## src/rtl/phase_timer.sv

```systemverilog
// -----------------------------------------------------------------------------
// phase_timer
//
// Responder side of the controller-to-timer phase interface in the washer.
// The control FSM issues a one-cycle start pulse together with a phase code.
// This block times the phase as a number of ticks (scaled by load size for
// fill, wash and rinse), then returns a one-cycle done pulse on the line that
// matches the latched phase. A running phase can be aborted at any time.
//
// Ports:
//   clk        in   system clock, rising edge
//   reset      in   asynchronous, active-low reset
//   start      in   one-cycle phase request
//   abort      in   cancel the running phase (door opened)
//   phase[2:0] in   0 fill, 1 wash, 2 drain, 3 rinse, 4 spin; 5-7 illegal
//   load[1:0]  in   load size 0..3, multiplier is load+1
//   tf/tw/td/tr/ts  out  fill/wash/drain/rinse/spin done, one-cycle pulses
//   busy       out  phase in progress
//   err        out  one-cycle pulse on a start with an illegal phase code
//   remaining  out  ticks left in the current phase
// -----------------------------------------------------------------------------
module phase_timer #(
  parameter int TICK_DIV = 50000000,
  parameter int CNT_W    = 8,
  parameter int FILL_T   = 10,
  parameter int WASH_T   = 30,
  parameter int DRAIN_T  = 8,
  parameter int RINSE_T  = 20,
  parameter int SPIN_T   = 15
) (
  input  logic             clk,
  input  logic             reset,
  input  logic             start,
  input  logic             abort,
  input  logic [2:0]       phase,
  input  logic [1:0]       load,
  output logic             tf,
  output logic             tw,
  output logic             td,
  output logic             tr,
  output logic             ts,
  output logic             busy,
  output logic             err,
  output logic [CNT_W-1:0] remaining
);

  // Prescaler counts 0..TICK_DIV-1; a divider of 1 still needs one bit.
  localparam int PRE_W = (TICK_DIV > 1) ? $clog2(TICK_DIV) : 1;
  localparam logic [PRE_W-1:0] PRE_LAST = PRE_W'(TICK_DIV - 1);
  localparam int MAX_CNT = (1 << CNT_W) - 1;
  localparam int DUR_W   = CNT_W + 2;

  localparam logic [2:0] PH_FILL  = 3'd0;
  localparam logic [2:0] PH_WASH  = 3'd1;
  localparam logic [2:0] PH_DRAIN = 3'd2;
  localparam logic [2:0] PH_RINSE = 3'd3;
  localparam logic [2:0] PH_SPIN  = 3'd4;

  // A base of 0 behaves as 1 tick. Bases are also capped at the counter
  // maximum so that base*(load+1) always fits in the CNT_W+2 bit product.
  function automatic logic [DUR_W-1:0] norm_base(input int base);
    if (base < 1)
      return DUR_W'(1);
    else if (base > MAX_CNT)
      return DUR_W'(MAX_CNT);
    else
      return DUR_W'(base);
  endfunction

  localparam logic [DUR_W-1:0] FILL_B  = norm_base(FILL_T);
  localparam logic [DUR_W-1:0] WASH_B  = norm_base(WASH_T);
  localparam logic [DUR_W-1:0] DRAIN_B = norm_base(DRAIN_T);
  localparam logic [DUR_W-1:0] RINSE_B = norm_base(RINSE_T);
  localparam logic [DUR_W-1:0] SPIN_B  = norm_base(SPIN_T);

  typedef enum logic {
    IDLE = 1'b0,
    RUN  = 1'b1
  } state_t;

  state_t             r_state;
  logic [CNT_W-1:0]   r_rem;
  logic [PRE_W-1:0]   r_pre;
  logic [2:0]         r_phase;
  logic [4:0]         r_done;
  logic               r_err;

  state_t             w_state_nx;
  logic [CNT_W-1:0]   w_rem_nx;
  logic [PRE_W-1:0]   w_pre_nx;
  logic [2:0]         w_phase_nx;
  logic [4:0]         w_done_nx;
  logic               w_err_nx;

  logic [DUR_W-1:0]   w_base;
  logic               w_scaled_phase;
  logic [DUR_W-1:0]   w_mult;
  logic [DUR_W-1:0]   w_prod;
  logic [CNT_W-1:0]   w_dur;
  logic               w_legal;

  // Duration of the requested phase, evaluated from the live inputs so that
  // load is captured only on the accepting edge.
  always_comb begin
    // NOTE: every signal driven here gets a default first so no path can
    // leave it unassigned and infer a latch.
    w_base         = SPIN_B;
    w_scaled_phase = 1'b0;
    w_legal        = 1'b1;
    case (phase)
      PH_FILL:  begin w_base = FILL_B;  w_scaled_phase = 1'b1; end
      PH_WASH:  begin w_base = WASH_B;  w_scaled_phase = 1'b1; end
      PH_DRAIN: w_base = DRAIN_B;
      PH_RINSE: begin w_base = RINSE_B; w_scaled_phase = 1'b1; end
      PH_SPIN:  w_base = SPIN_B;
      default:  w_legal = 1'b0;
    endcase

    w_mult = DUR_W'({1'b0, load}) + DUR_W'(1);
    w_prod = w_scaled_phase ? (w_base * w_mult) : w_base;
    w_dur  = (w_prod > DUR_W'(MAX_CNT)) ? CNT_W'(MAX_CNT) : w_prod[CNT_W-1:0];
  end

  // Next-state and next-output logic.
  always_comb begin
    w_state_nx = r_state;
    w_rem_nx   = r_rem;
    w_pre_nx   = r_pre;
    w_phase_nx = r_phase;
    w_done_nx  = '0;
    w_err_nx   = 1'b0;

    case (r_state)
      IDLE: begin
        // abort outranks a same-cycle start even while idle.
        if (!abort && start) begin
          if (w_legal) begin
            w_state_nx = RUN;
            w_rem_nx   = w_dur;
            w_pre_nx   = '0;
            w_phase_nx = phase;
          end else begin
            w_err_nx = 1'b1;
          end
        end
      end

      RUN: begin
        if (abort) begin
          // Abort also wins over a final decrement: no done pulse.
          w_state_nx = IDLE;
          w_rem_nx   = '0;
          w_pre_nx   = '0;
        end else if (r_pre == PRE_LAST) begin
          w_pre_nx = '0;
          w_rem_nx = r_rem - CNT_W'(1);
          if (r_rem == CNT_W'(1)) begin
            w_state_nx = IDLE;
            w_done_nx  = 5'(5'd1 << r_phase);
          end
        end else begin
          w_pre_nx = r_pre + PRE_W'(1);
        end
      end

      default: w_state_nx = IDLE;
    endcase
  end

  always_ff @(posedge clk or negedge reset) begin
    if (!reset) begin
      r_state <= IDLE;
      r_rem   <= '0;
      r_pre   <= '0;
      r_phase <= '0;
      r_done  <= '0;
      r_err   <= 1'b0;
    end else begin
      // NOTE: non-blocking assignments keep every register sampling the
      // pre-edge values, independent of statement order.
      r_state <= w_state_nx;
      r_rem   <= w_rem_nx;
      r_pre   <= w_pre_nx;
      r_phase <= w_phase_nx;
      r_done  <= w_done_nx;
      r_err   <= w_err_nx;
    end
  end

  assign tf        = r_done[0];
  assign tw        = r_done[1];
  assign td        = r_done[2];
  assign tr        = r_done[3];
  assign ts        = r_done[4];
  assign busy      = (r_state == RUN);
  assign err       = r_err;
  assign remaining = r_rem;

endmodule

```

## config.mk

```make
export PLATFORM = sky130hd
export DESIGN_NAME = phase_timer
export DESIGN_NICKNAME = d
export VERILOG_FILES = /design/src/rtl/phase_timer.sv
export SDC_FILE = /design/constraint.sdc
export NUM_CORES = 1
export LEC_CHECK = 0
export ABC_CLOCK_PERIOD_IN_PS = 2440
export BUFFER_PORTS_ARGS = -buffer_cell sky130_fd_sc_hd__buf_2
export CAP_MARGIN = 20
export CORE_ASPECT_RATIO = 1.1
export CORE_MARGIN = 2
export CORE_UTILIZATION = 44
export DETAILED_ROUTE_END_ITERATION = 7
export PLACE_DENSITY = 0.7
export SETUP_SLACK_MARGIN = 0.05
export SLEW_MARGIN = 40
export SYNTH_ARGS = -nofsm -noshare
export SYNTH_HDL_FRONTEND = slang
export SYNTH_SLANG_ARGS = --single-unit
export TNS_END_PERCENT = 5
```

## constraint.sdc

```tcl
create_clock -name clk -period 2.44 [get_ports clk]
set_input_delay 0.488 -clock clk [delete_from_list [all_inputs] [get_ports clk]]
set_output_delay 0.488 -clock clk [all_outputs]
set_load 0.02 [all_outputs]
```

==> results.md <==
- TritonCTS Buffers: 5
- # Max-Cap Violations: 0
- Leak: 1.49 nW
- Post-Route WL: 6.15 mm
- Syn. warnings: 0
- Worst Setup SP: load[0]
- Vias per cell: 5.63
- Synth Cell Area: 2810 sq um
- Grt met1 use: 23.6%
- Drt wl/cell: 14.6 um
- Final setup fails: 0
- R2r setup slk: 0.36 ns
- Post-route antenna net violation count: 0
- Clock Tree Buf Depth: 2
- Die W: 80.2 um
- IO Port Bufs: 23
- Achievable Freq: 0.419 GHz
- Startpoint type of the worst setup path: input port
- Drt first pass iters: 4
- Worst Path Required: 2.64 ns
- GPL Wtd Cong: 0.858
- GRT Util Overall: 18.8%
- Total Power: 1.93 mW
- Area Growth Syn to Fin: 18.9%
- DP Area: 3160 sq um
- Post-synthesis cell count: 299
- Initial antenna violation count: 0
- I/O Pins: 24
- Die area: 7040 sq um
- CTS tree: done
- Core area: 6190 sq um
- Skew final: 0.00652 ns
- VDD IR-drop max: 0.257 mV
- Layout cells sized above 1: 22.1%
- Worst-path fanout max: 4
- Final Cell Area: 3340 sq um
- Global routing usage on met2: 32.3%
- Dpl cells: 411
- # hold bufs at CTS: 0
- Initial DRC Count: 113
- First-pass GRT wire length: 10.6 mm
- Tcrit/Tclk final: 97.7%
- Pre-CTS WS: -0.333 ns
- Status: finished clean
- Setup CP Type: in -> reg
- Vias: 2363
- CP endpoint kind: register
- # rows: 30
- Worst Hold Class: in -> async
- Max-slew violation count: 0
- Utilization after layout: 54.0%
- Syn avg cell area: 9.40 sq um
- Initial core utilization: 45.4%
- Synthesized net count: 323
- Worst slew margin: 62.4%
- H-Tree Depth: 2
- Largest net degree at the start of global routing: 45
- Unrepaired setup endpoints after global routing: yes
- Die H: 87.8 um
- WP data arrival: 2.59 ns
- FF+latch count, synth: 44
- Asr flop ratio synth: 100%
- Unique masters post-synth: 56
- Layout Nets: 363
- Seq/Total Area, Yosys: 39.2%
- EDFF count, synth: 0
- Met3 Usage GRT: 3.92%
- Detailed Place HPWL: 4.35 mm
- Final worst slack: 0.0551 ns
- Tightest Pin Transition: 0.564 ns
- N_diodes: 0
- Min Tclk post-route: 2.38 ns
- GR peak layer: met2
- Post-synth top flop: dfrtp_1
- Skew-Pair Late Insertion Delay: 0.31 ns
- Final hold violation count: 0
- Critical R2R Launch: r_pre[0]$_DFFE_PN0P_
- GRT overflow: 0
- Root Driver: clkbuf_8
- Vias in the first global route: 2310
- Non-filler cells, final: 420
- PwrDens: 578 nW/um^2
- Clock sink total: 44
- Reg clk slew, reported paths: 0.09 ns
- Remaining DRCs: 0
[critical path, cell delays in order]
cell     delay, ns
buf_8         0.10
ha_4          0.24
and2_4        0.14
fa_1          0.50
ha_2          0.19
fa_2          0.44
nor3_2        0.16
o32ai_1       0.10
a22o_1        0.22
[cell usage in the layout (no fill, tap or decap), types with 3 or more instances in the layout]
| cell type | instances |
|---|---|
| nor2b_1 | 3 |
| clkbuf_8 | 5 |
| dfrtp_1 | 44 |
| ha_1 | 8 |
| nand2b_1 | 4 |
| and2_1 | 7 |
| nand3_1 | 7 |
| nor3b_1 | 3 |
| o21ai_0 | 14 |
| xor2_1 | 11 |
| mux2i_1 | 3 |
| nand2_1 | 16 |
| nor3_1 | 14 |
| xnor2_1 | 11 |
| and4_1 | 6 |
| nor2_1 | 35 |
| nor4bb_1 | 3 |
| a21oi_1 | 9 |
| o21ai_1 | 7 |
| buf_2 | 21 |
| inv_1 | 12 |
| fa_1 | 3 |
| buf_4 | 20 |
| nand4_1 | 10 |
| nor4_1 | 6 |
[sequential cells by signal (all words and copies together), names as in the netlist]
register,flops
r_done,5
r_phase,3
busy,1
remaining,8
err,1
r_pre,26
[stage by stage]
stage                     setup TNS, ns  hold slack (ns)
after floorplan                  -0.279            0.192
after global placement            -1.29            0.497
after detailed placement          -1.38            0.495
after CTS                             0            0.267
after global routing            -0.0355            0.295
final                                 0            0.241
[synth_stat cells (6+ instances only)]
library cell	number	area, sq um
and2_1	8	50.1
nand4_1	10	62.6
nand3_1	7	35.0
xor2_1	11	96.3
nand2_1	16	60.1
nor2_1	37	139
a21oi_1	10	50.1
and4_1	6	52.6
nor4_1	6	37.5
inv_1	12	45.0
dfrtp_1	44	1100
nor3_1	15	75.1
xnor2_1	11	96.3
ha_1	11	138
o21ai_1	6	30.0
o21ai_0	15	75.1
[report_power, final]
group / switching (mW) / leakage [nW] / total (mW) / internal (mW)
Clock: 0.279 / 0.0548 / 0.588 / 0.309
Sequential: 0.0727 / 0.596 / 0.855 / 0.782
Combinational: 0.287 / 0.844 / 0.490 / 0.203
Total: 0.638 / 1.49 / 1.93 / 1.29
[final cells by class]
class,instances,area (sq um)
Clock buffer,5,68.8
Clock inverter,3,46.3
Fill cell,566,2850
Inverter,12,45.0
Multi-Input combinational cell,232,1680
Sequential cell,44,1100
Tap cell,80,100
Timing Repair Buffer,44,302
[what timing repair did]
item / 4_1_cts / 5_1_grt
cloned: 0 / 0
pin swaps: 10 / 6
buffers inserted: 1 / 0
setup endpoints to repair: 3 / 4
resized for setup: 2 / 11
[cell families (layout without fill, tap and decap cells)]
family | count (synthesis) | in the layout | synth area share (%)
xor+xnor | 22 | 22 | 6.86
simple gates | 140 | 140 | 29.3
buf+inv | 23 | 64 | 3.52
mux | 5 | 5 | 1.87
fa+ha+maj | 15 | 15 | 7.75
compound gates | 50 | 50 | 11.5
flops | 44 | 44 | 39.2
[layer usage]
metal	share of wire (%)	vias to the layer above	routed length, um
met4	1.7	0	104
met1	44	1139	2700
met5	0	-	0
met2	50	57	3100
met3	4.0	9	249
li1	-	1158	-
[final timing paths]
check | depth (start not counted) | end
worst max register to register | 6 | remaining[5]$_DFFE_PN0P_
min in group clk | 3 | err$_DFF_PN0_
worst max-delay path | 9 | remaining[3]$_DFFE_PN0P_
worst min-delay path | 2 | r_pre[12]$_DFFE_PN0P_
max in group asynchronous | 2 | r_pre[3]$_DFFE_PN0P_
worst min register to register | 1 | r_phase[2]$_DFFE_PN0P_
Note: power is estimated with default switching activity, not from simulation.
